===== config.mk =====
export PLATFORM = sky130hd
export DESIGN_NAME = vmicro16_branch_resolve_flat
export DESIGN_NICKNAME = d
export VERILOG_FILES = /design/src/rtl/vmicro16_branch_resolve_pkg.sv /design/src/rtl/vmicro16_branch_resolve_if.sv /design/src/rtl/vmicro16_cond_eval.sv /design/src/rtl/vmicro16_branch_resolve.sv /design/src/flat_wrapper.sv
export SDC_FILE = /design/constraint.sdc
export NUM_CORES = 1
export LEC_CHECK = 0
export ABC_AREA = 1
export ABC_CLOCK_PERIOD_IN_PS = 2700
export BUFFER_PORTS_ARGS = -buffer_cell sky130_fd_sc_hd__buf_2
export CORE_ASPECT_RATIO = 1.2
export CORE_MARGIN = 4
export CORE_UTILIZATION = 40
export CTS_CLUSTER_SIZE = 8
export DETAILED_ROUTE_END_ITERATION = 12
export GPL_TIMING_DRIVEN = 0
export MAX_ROUTING_LAYER = met4
export SYNTH_ARGS = -nofsm -noshare
export SYNTH_HDL_FRONTEND = slang
export SYNTH_SLANG_ARGS = --single-unit

===== constraint.sdc =====
create_clock -name clk -period 2.7 [get_ports clk]
set_input_delay 0.27 -clock clk [delete_from_list [all_inputs] [get_ports clk]]
set_output_delay 0.27 -clock clk [all_outputs]
set_load 0.02 [all_outputs]

===== src/rtl/vmicro16_branch_resolve_pkg.sv =====
// Shared definitions for the vmicro16 branch-resolution stage: branch
// condition codes, status-flag bit positions and the resolver state encoding.
package vmicro16_branch_resolve_pkg;

    localparam logic [7:0] VMICRO16_OP_BR_U  = 8'h00;
    localparam logic [7:0] VMICRO16_OP_BR_E  = 8'h01;
    localparam logic [7:0] VMICRO16_OP_BR_NE = 8'h02;
    localparam logic [7:0] VMICRO16_OP_BR_G  = 8'h03;
    localparam logic [7:0] VMICRO16_OP_BR_GE = 8'h04;
    localparam logic [7:0] VMICRO16_OP_BR_L  = 8'h05;
    localparam logic [7:0] VMICRO16_OP_BR_LE = 8'h06;

    localparam int VMICRO16_SFLAG_N = 3;
    localparam int VMICRO16_SFLAG_Z = 2;
    localparam int VMICRO16_SFLAG_C = 1;
    localparam int VMICRO16_SFLAG_V = 0;

    typedef enum logic [1:0] {
        ST_IDLE = 2'd0,
        ST_WAIT = 2'd1,
        ST_EVAL = 2'd2
    } br_state_t;

endpackage


===== src/rtl/vmicro16_branch_resolve_if.sv =====
// Compare/branch/redirect signal bundle between the execute, branch-resolve
// and fetch sides. The master drives requests; the slave is the resolver.
interface vmicro16_branch_resolve_if #(
    parameter int PC_WIDTH = 16,
    parameter int CNT_W    = 2
);
    logic                cmp_issue;
    logic                cmp_valid;
    logic [3:0]          cmp_flags;
    logic                br_valid;
    logic                br_ready;
    logic [7:0]          br_cond;
    logic [PC_WIDTH-1:0] br_target;
    logic                redirect_valid;
    logic [PC_WIDTH-1:0] redirect_pc;
    logic                flush;
    logic                br_done;
    logic                br_taken;
    logic [3:0]          flags;
    logic                err;
    logic [CNT_W-1:0]    pending;

    modport master (
        output cmp_issue, cmp_valid, cmp_flags, br_valid, br_cond, br_target,
        input  br_ready, redirect_valid, redirect_pc, flush, br_done, br_taken,
               flags, err, pending
    );

    modport slave (
        input  cmp_issue, cmp_valid, cmp_flags, br_valid, br_cond, br_target,
        output br_ready, redirect_valid, redirect_pc, flush, br_done, br_taken,
               flags, err, pending
    );

endinterface


===== src/rtl/vmicro16_cond_eval.sv =====
// Combinational branch-condition evaluator: NZCV flags and a BR condition
// code in, taken out. Unknown codes resolve not-taken.
module vmicro16_cond_eval
    import vmicro16_branch_resolve_pkg::*;
(
    input  logic [3:0] flags,
    input  logic [7:0] cond,
    output logic       taken
);

    logic z_s;
    logic lt_s;
    logic unused_c_s;

    assign unused_c_s = flags[VMICRO16_SFLAG_C];

    // Decode the condition code against the supplied flags
    always_comb begin
        z_s   = flags[VMICRO16_SFLAG_Z];
        lt_s  = flags[VMICRO16_SFLAG_N] ^ flags[VMICRO16_SFLAG_V];
        taken = 1'b0;
        case (cond)
            VMICRO16_OP_BR_U:  taken = 1'b1;
            VMICRO16_OP_BR_E:  taken = z_s;
            VMICRO16_OP_BR_NE: taken = ~z_s;
            VMICRO16_OP_BR_L:  taken = lt_s;
            VMICRO16_OP_BR_GE: taken = ~lt_s;
            VMICRO16_OP_BR_G:  taken = ~z_s & ~lt_s;
            VMICRO16_OP_BR_LE: taken = z_s | lt_s;
            default:           taken = 1'b0;
        endcase
    end

endmodule


===== src/rtl/vmicro16_branch_resolve.sv =====
// Branch-resolution stage: tracks in-flight compares, holds a branch until all
// older compares retire, then evaluates it and issues a one-cycle redirect.
module vmicro16_branch_resolve
    import vmicro16_branch_resolve_pkg::*;
#(
    parameter int PC_WIDTH     = 16,
    parameter int MAX_INFLIGHT = 3
) (
    input logic                     clk,
    input logic                     reset,
    vmicro16_branch_resolve_if.slave bus
);

    localparam int CNT_W = $clog2(MAX_INFLIGHT + 1);
    localparam logic [CNT_W-1:0] CNT_ZERO = {CNT_W{1'b0}};
    localparam logic [CNT_W-1:0] CNT_ONE  = {{(CNT_W-1){1'b0}}, 1'b1};
    localparam logic [CNT_W-1:0] CNT_MAX  = CNT_W'(MAX_INFLIGHT);

    br_state_t           state_r, state_s;
    logic [CNT_W-1:0]    pending_r, pending_s;
    logic [CNT_W-1:0]    wait_cnt_r, wait_cnt_s;
    logic [7:0]          cond_r, cond_s;
    logic [PC_WIDTH-1:0] target_r, target_s;
    logic [3:0]          flags_r, flags_s;
    logic                err_r, err_s;
    logic                br_ready_r, br_ready_s;
    logic                br_done_r, br_done_s;
    logic                br_taken_r, br_taken_s;
    logic                redir_valid_r, redir_valid_s;
    logic                flush_r, flush_s;
    logic [PC_WIDTH-1:0] redir_pc_r, redir_pc_s;
    logic                retire_ok_s;
    logic                taken_s;

    // Evaluation always uses the architectural flags register, never cmp_flags
    vmicro16_cond_eval u_cond_eval (
        .flags (flags_r),
        .cond  (cond_r),
        .taken (taken_s)
    );

    // In-flight compare counter, overflow/underflow error and flags register
    always_comb begin
        pending_s   = pending_r;
        err_s       = err_r;
        retire_ok_s = bus.cmp_valid && (pending_r != CNT_ZERO);
        flags_s     = bus.cmp_valid ? bus.cmp_flags : flags_r;
        if (bus.cmp_issue && !bus.cmp_valid) begin
            if (pending_r == CNT_MAX) begin
                err_s = 1'b1;
            end else begin
                pending_s = pending_r + CNT_ONE;
            end
        end else if (!bus.cmp_issue && bus.cmp_valid) begin
            if (pending_r == CNT_ZERO) begin
                err_s = 1'b1;
            end else begin
                pending_s = pending_r - CNT_ONE;
            end
        end else begin
            pending_s = pending_r;
        end
    end

    // Branch FSM next-state and registered-output values
    always_comb begin
        state_s       = state_r;
        wait_cnt_s    = wait_cnt_r;
        cond_s        = cond_r;
        target_s      = target_r;
        br_done_s     = 1'b0;
        br_taken_s    = 1'b0;
        redir_valid_s = 1'b0;
        flush_s       = 1'b0;
        redir_pc_s    = redir_pc_r;
        case (state_r)
            ST_IDLE: begin
                if (bus.br_valid) begin
                    cond_s   = bus.br_cond;
                    target_s = bus.br_target;
                    // A same-cycle issue is younger than the branch and is not waited on
                    wait_cnt_s = pending_r - (retire_ok_s ? CNT_ONE : CNT_ZERO);
                    state_s    = (wait_cnt_s != CNT_ZERO) ? ST_WAIT : ST_EVAL;
                end else begin
                    state_s = ST_IDLE;
                end
            end
            ST_WAIT: begin
                if (bus.cmp_valid && (wait_cnt_r != CNT_ZERO)) begin
                    wait_cnt_s = wait_cnt_r - CNT_ONE;
                    state_s    = (wait_cnt_s == CNT_ZERO) ? ST_EVAL : ST_WAIT;
                end else begin
                    state_s = ST_WAIT;
                end
            end
            ST_EVAL: begin
                br_done_s     = 1'b1;
                br_taken_s    = taken_s;
                redir_valid_s = taken_s;
                flush_s       = taken_s;
                redir_pc_s    = target_r;
                state_s       = ST_IDLE;
            end
            default: begin
                state_s = ST_IDLE;
            end
        endcase
        br_ready_s = (state_s == ST_IDLE);
    end

    // State and output registers with synchronous reset
    always_ff @(posedge clk) begin
        if (reset) begin
            state_r       <= ST_IDLE;
            pending_r     <= CNT_ZERO;
            wait_cnt_r    <= CNT_ZERO;
            cond_r        <= 8'h00;
            target_r      <= {PC_WIDTH{1'b0}};
            flags_r       <= 4'b0000;
            err_r         <= 1'b0;
            br_ready_r    <= 1'b1;
            br_done_r     <= 1'b0;
            br_taken_r    <= 1'b0;
            redir_valid_r <= 1'b0;
            flush_r       <= 1'b0;
            redir_pc_r    <= {PC_WIDTH{1'b0}};
        end else begin
            state_r       <= state_s;
            pending_r     <= pending_s;
            wait_cnt_r    <= wait_cnt_s;
            cond_r        <= cond_s;
            target_r      <= target_s;
            flags_r       <= flags_s;
            err_r         <= err_s;
            br_ready_r    <= br_ready_s;
            br_done_r     <= br_done_s;
            br_taken_r    <= br_taken_s;
            redir_valid_r <= redir_valid_s;
            flush_r       <= flush_s;
            redir_pc_r    <= redir_pc_s;
        end
    end

    assign bus.br_ready       = br_ready_r;
    assign bus.br_done        = br_done_r;
    assign bus.br_taken       = br_taken_r;
    assign bus.redirect_valid = redir_valid_r;
    assign bus.flush          = flush_r;
    assign bus.redirect_pc    = redir_pc_r;
    assign bus.flags          = flags_r;
    assign bus.err            = err_r;
    assign bus.pending        = pending_r;

endmodule


===== src/flat_wrapper.sv =====
// flat-port wrapper written by rule: the top's interface ports become plain ports
module vmicro16_branch_resolve_flat import vmicro16_branch_resolve_pkg::*;
#(
    parameter int PC_WIDTH     = 16,
    parameter int MAX_INFLIGHT = 3
)
  (clk, reset, bus_cmp_issue, bus_cmp_valid, bus_cmp_flags, bus_br_valid, bus_br_cond, bus_br_target, bus_br_ready, bus_redirect_valid, bus_redirect_pc, bus_flush, bus_br_done, bus_br_taken, bus_flags, bus_err, bus_pending);
  vmicro16_branch_resolve_if #(.PC_WIDTH(PC_WIDTH), .CNT_W(($clog2(MAX_INFLIGHT + 1)))) bus_i ();
  input logic clk;
  input logic reset;
  input wire logic [$bits(bus_i.cmp_issue)-1:0] bus_cmp_issue;
  input wire logic [$bits(bus_i.cmp_valid)-1:0] bus_cmp_valid;
  input wire logic [$bits(bus_i.cmp_flags)-1:0] bus_cmp_flags;
  input wire logic [$bits(bus_i.br_valid)-1:0] bus_br_valid;
  input wire logic [$bits(bus_i.br_cond)-1:0] bus_br_cond;
  input wire logic [$bits(bus_i.br_target)-1:0] bus_br_target;
  output wire logic [$bits(bus_i.br_ready)-1:0] bus_br_ready;
  output wire logic [$bits(bus_i.redirect_valid)-1:0] bus_redirect_valid;
  output wire logic [$bits(bus_i.redirect_pc)-1:0] bus_redirect_pc;
  output wire logic [$bits(bus_i.flush)-1:0] bus_flush;
  output wire logic [$bits(bus_i.br_done)-1:0] bus_br_done;
  output wire logic [$bits(bus_i.br_taken)-1:0] bus_br_taken;
  output wire logic [$bits(bus_i.flags)-1:0] bus_flags;
  output wire logic [$bits(bus_i.err)-1:0] bus_err;
  output wire logic [$bits(bus_i.pending)-1:0] bus_pending;
  assign bus_i.cmp_issue = bus_cmp_issue;
  assign bus_i.cmp_valid = bus_cmp_valid;
  assign bus_i.cmp_flags = bus_cmp_flags;
  assign bus_i.br_valid = bus_br_valid;
  assign bus_i.br_cond = bus_br_cond;
  assign bus_i.br_target = bus_br_target;
  assign bus_br_ready = bus_i.br_ready;
  assign bus_redirect_valid = bus_i.redirect_valid;
  assign bus_redirect_pc = bus_i.redirect_pc;
  assign bus_flush = bus_i.flush;
  assign bus_br_done = bus_i.br_done;
  assign bus_br_taken = bus_i.br_taken;
  assign bus_flags = bus_i.flags;
  assign bus_err = bus_i.err;
  assign bus_pending = bus_i.pending;
  vmicro16_branch_resolve #(.PC_WIDTH(PC_WIDTH), .MAX_INFLIGHT(MAX_INFLIGHT)) u_core (.clk(clk), .reset(reset), .bus(bus_i));
endmodule

Word-level counts from Yosys, hierarchy flattened
Cells that the tools add are included.
Word-level totals
  bits in read-only memories: 0
  word-level logic and storage cells: 76
  bits in latches: 0
  memory bits (writable): 0
  memories kept: 0
  flip-flop bits (word level): 54
Operators by class
  muxes and demuxes: 19
  shift operators: 0
  equal/unequal tests: 14
  reductions and logical operators: 22
  magnitude comparators: 0
  divide/modulo/power cells: 0
  multiply operators: 0
  add/subtract/negate cells: 4
  bitwise operators: 6
Operators with widths (number)
  equality test 8 x 3 -> 1 bit, second input constant: 3
  two-way mux 2 bit: 10
  equality test 8 x 2 -> 1 bit, second input constant: 2
  nonzero test 2 bit: 6
  AND reduction 3 bit: 3
  equality test 8 x 1 -> 1 bit, second input constant: 1
  logical NOT 2 bit: 4
  logical NOT 8 bit: 1
  one-hot mux 2 bit (2 select lines): 2
  one-hot mux 1 bit (7 select lines): 1
  two-way mux 1 bit: 6
  inequality test 2 bit, second input constant: 3
  equality test 2 bit, second input constant: 2
  logical AND 1 bit: 4
  inequality test 2 x 1 -> 1 bit, second input constant: 2
  subtractor 2 x 1 -> 2 bit, second input constant: 2
  inverter 1 bit: 3
  adder 2 x 1 -> 2 bit, second input constant: 1
  equality test 2 x 1 -> 1 bit, second input constant: 1
  logical NOT 1 bit: 2
  AND reduction 2 bit: 1
  OR reduction 2 bit: 1
  subtractor 2 bit: 1
  AND 1 bit: 1
  2 further kinds: 2

Longest topological paths before layout
  depth after elaboration: 9
  gate-level depth with buffers: 9
  mapped depth without buffers: 8

Hierarchy
From an unflattened synthesis, not the netlist that was laid out.
Unflattened totals
  cell total of the unflattened synthesis: 293
  area total of the unflattened synthesis: 2157.1 um2
Modules (own cells, without submodules)
  vmicro16_branch_resolve: times used 1, sequential area each 1081.0 um2, area each 2039.5 um2, cells an instance 264
  vmicro16_cond_eval: times used 1, sequential area each 0.0 um2, area each 117.6 um2, cells an instance 29

Worst setup path before layout
No wires, ideal clock.
  path kind: reg-to-reg
  start: register u_core.pending_r[1], in the netlist u_core.bus.pending[1]
  end: register u_core.wait_cnt_r[0]
  stages on the path, launching flop included: 10
  arrival: 1.330 ns
  clock period less this slack: 1.444 ns
  slack: 1.256 ns
  setup time: 0.114 ns
  path through: dfxtp_1 -> clkbuf_2 -> nor2_1 -> nor2_1 -> ha_1 -> inv_1 -> nand2_1 -> o21ai_0 -> a21oi_1 -> nor2_1
Between the ends
  longest elaborated chain between the ends: 6
Ends and longest elaborated chain
  from (decl): line vmicro16_branch_resolve.sv:20  | logic [CNT_W-1:0] pending_r, pending_s;
  from (signal assigned): line vmicro16_branch_resolve.sv:129  | pending_r <= pending_s;
  nonzero test 2 bit: line vmicro16_branch_resolve.sv:46  | retire_ok_s = bus.cmp_valid && (pending_r != CNT_ZERO);
  logical AND 1 bit: line vmicro16_branch_resolve.sv:46
  two-way mux 1 bit: line vmicro16_branch_resolve.sv:82  | wait_cnt_s = pending_r - (retire_ok_s ? CNT_ONE : CNT_ZERO);
  subtractor 2 bit: line vmicro16_branch_resolve.sv:82
  two-way mux 2 bit: line vmicro16_branch_resolve.sv:78  | if (bus.br_valid) begin
  one-hot mux 2 bit (2 select lines): line vmicro16_branch_resolve.sv:76  | case (state_r)
  to (signal assigned): line vmicro16_branch_resolve.sv:130  | wait_cnt_r <= wait_cnt_s;
  to (decl): line vmicro16_branch_resolve.sv:21  | logic [CNT_W-1:0] wait_cnt_r, wait_cnt_s;
Every way passes these cells. The select of a mux whose other input is x is not followed.
A chain may end at the register's enable or synchronous reset.

Worst setup path after layout
Ends and elaborated chain as after synthesis.

==> reports/qor.csv <==
metric,value,unit
CTS root buf,clkbuf_8,
Worst R2R Setup Slack,1230,ps
worst reg2reg path startpoint,u_core.bus.pending[1],
f_max,0.6808,GHz
syn_area_per_cell,7.590,um2
Clk pwr share,0.286,
Synthesis Warnings,0,
R2R Path End,u_core.wait_cnt_r[0],
clk sinks,54,
Die W,75.25,um
Slowest cell on crit path,dfxtp_1,
n_diodes,0,
row count,29,
NetSw,0.5575,mW
DR vias,1975,
H-tree levels,2,
Final setup viols,0,
DRT iter0 DRCs,120,
CTS tree,built,
setup TNS,0,ps
Pwr Density,706.3,nW/um2
Worst setup SP type,flip-flop,
max-cap viol count,0,
ANT nets after route,0,
die area,6675,um2
cell count after synthesis,286,
initial antenna violation count,0,
"Hold-fix buffers, CTS",0,
Final Critical Period,1469,ps
Post-route DRC,0,
Sw Share,0.2966,
Layout area overhead,22.59,%
total track usage,0.1564,
Routability Congestion,0.7547,
combinational share of power,0.217,
largest stage delay on the critical path,320,ps
Post-Place Cell Area,2549,um2
Min-Delay Endpoint,u_core.state_r[1],
Max Slew Vio Count,0,
Critical Path AT,1680,ps
Synth cell types,23,
Peak supply drop,0.0002748,V
total CTS buffers,5,
CTS Buffer Depth,2,
Routed WL per cell,11.44,um
first-pass GRT wire length,7.872,mm
Initial Util,0.4126,
Mapped Nets,324,
P_int,1.322,mW
WP data required,2910,ps
worst path cell trace,clkbuf_2 -> nor2_1 -> nor2_1 -> ha_1 -> inv_1 -> nand2_1 -> o21ai_0 -> a21oi_1 -> nor2_1,
Design Power,1.880,mW
final hold vios,0,
fraction of layout cells with a size suffix above 1,0.2514,
part of the Yosys area used for sequential elements,0.4980,
Final period util,0.5440,
largest net degree at the start of global routing,18,
clock latency at the later pin of the worst-skew pair,300,ps
# IOs,61,
reg2reg path depth,9,
"CTS clk-pin slew, worst paths",100,ps
"Net count, final",391,
Util after Layout,0.5058,
Leakage,1.335,nW
Crit Path Class,flip-flop to flip-flop,
setup bufs post-CTS,0,
Post-Syn Area,2171,um2
fill cell count,569,
vias in the first global route,1835,
Slew HR,0.7265,
Hold Path Class,input pin to flip-flop,
Crit path max-delay family,simple AND/OR/NAND/NOR gates,
Fin Clk Skew,7.562,ps
PostCTS Resize Cnt,0,
Worst-Margin Slew,410.2,ps
unrepaired setup endpoints after global routing,false,
Hold Startpoint,reset,
total grt overflow,0,
crit-path most repeated cell,nor2_1,
type of destination of the critical path,flip-flop,
Via density,4.748,
core area,5261,um2
final instance area,2661,um2
CP Max Fanout,7,
register bit total from synthesis,54,
Worst Path Buf+Inv,2,
Reg power frac,0.497,
Detail Placement HPWL,3.556,mm
WL final,4.758,mm
hold path depth,2,
Die H,88.70,um
Port-buffer cells,60,
first-pass iteration count of the detailed router,4,
status,"finished, final reports clean",
-- cell families (layout without fill, tap and decap cells) --
kind of cell	after synthesis	count (layout)	synth area share
XOR/XNOR	1	1	0.004035
buffers and inverters	39	107	0.08991
flip-flops	54	54	0.4980
AND/OR/NAND/NOR	120	120	0.2242
adder cells (fa/ha/maj)	5	5	0.02882
AO/OA/AOI/OAI	67	67	0.1550
-- flip-flops by register name, indices dropped and copies added, names as in the netlist --
name                       count
u_core.state_r                 2
u_core.bus.redirect_valid      1
u_core.wait_cnt_r              2
u_core.bus.flags               4
u_core.bus.pending             2
u_core.target_r               16
u_core.bus.br_done             1
u_core.bus.br_ready            1
u_core.cond_r                  8
u_core.bus.err                 1
u_core.bus.redirect_pc        16
-- synthesized netlist by cell type --
cell type / n / area share
a21oi_1: 15 / 0.035
a31oi_1: 1 / 0.0029
buf_2: 2 / 0.0046
buf_4: 8 / 0.028
buf_6: 2 / 0.010
clkbuf_1: 2 / 0.0035
clkbuf_2: 1 / 0.0023
dfxtp_1: 54 / 0.50
ha_1: 5 / 0.029
inv_1: 19 / 0.033
inv_2: 5 / 0.0086
nand2_1: 22 / 0.038
nand3_1: 5 / 0.012
nand3_4: 1 / 0.0081
nand4_1: 1 / 0.0029
nor2_1: 87 / 0.15
nor2_2: 1 / 0.0029
nor2_4: 1 / 0.0052
nor3_1: 1 / 0.0023
o21ai_0: 43 / 0.099
o21ai_1: 8 / 0.018
or2_0: 1 / 0.0029
xnor2_1: 1 / 0.0040
-- stage by stage --
step / worst slack [ps] / std cells / hold slack (ps)
floorplan: 1256 / 286 / 339.1
global placement: 1256 / 408 / 437.3
finish: 1231 / 416 / 182.8
CTS: 1232 / 416 / 173.7
detailed placement: 1229 / 408 / 445.7
global route: 1080 / 416 / 186.6
-- power by group through the flow --
stage          clock (mW)  sequential [mW]  combinational [mW]
5_1_grt             0.583            0.945               0.474
3_3_place_gp            0            0.951               0.407
4_1_cts             0.556            0.935               0.415
6_report            0.538            0.934               0.407
2_1_floorplan           0            0.995               0.244
3_5_place_dp            0            0.953               0.412
-- worst max-delay path by stage --
stage,start,end,slack (ps),cells after the start
6_report,u_core.bus.pending[1],u_core.wait_cnt_r[0],1230,9
5_1_grt,u_core.bus.pending[1],u_core.wait_cnt_r[0],1080,9
4_1_cts,u_core.bus.pending[1],u_core.wait_cnt_r[0],1230,9
3_5_place_dp,u_core.bus.pending[1],u_core.wait_cnt_r[0],1230,9
3_3_place_gp,u_core.bus.pending[1],u_core.wait_cnt_r[0],1260,9
2_1_floorplan,u_core.bus.pending[1],u_core.wait_cnt_r[0],1260,9
-- layout by cell type (no fill, tap or decap), types with 2 or more instances in the layout --
master	count
nor2_1	87
nand3_1	5
dfxtp_1	54
a21oi_1	15
o21ai_1	8
o21ai_0	43
ha_1	5
inv_2	5
clkbuf_8	5
buf_4	8
inv_1	19
buf_2	62
nand2_1	22
clkbuf_1	2
buf_6	2
-- layout make-up --
cell class | count | area, um2 | area share
timing repair buffer | 60 | 300.3 | 0.1128
clock inverter | 3 | 43.79 | 0.01646
clock buffer | 5 | 68.82 | 0.02586
inverter | 24 | 90.09 | 0.03385
tap | 62 | 77.57 | 0.02915
multi-input combinational | 193 | 894.6 | 0.3362
sequential | 54 | 1081 | 0.4062
buffer | 15 | 105.1 | 0.03949
-- per-layer routing --
layer,GRT usage,part of all wire,vias up
met5,-,0,-
met4,0.05087,0.016,0
met3,0.03409,0.065,9
met2,0.2599,0.49,48
met1,0.1867,0.43,873
li1,-,-,1045
Power figures use the tool's default switching activity.
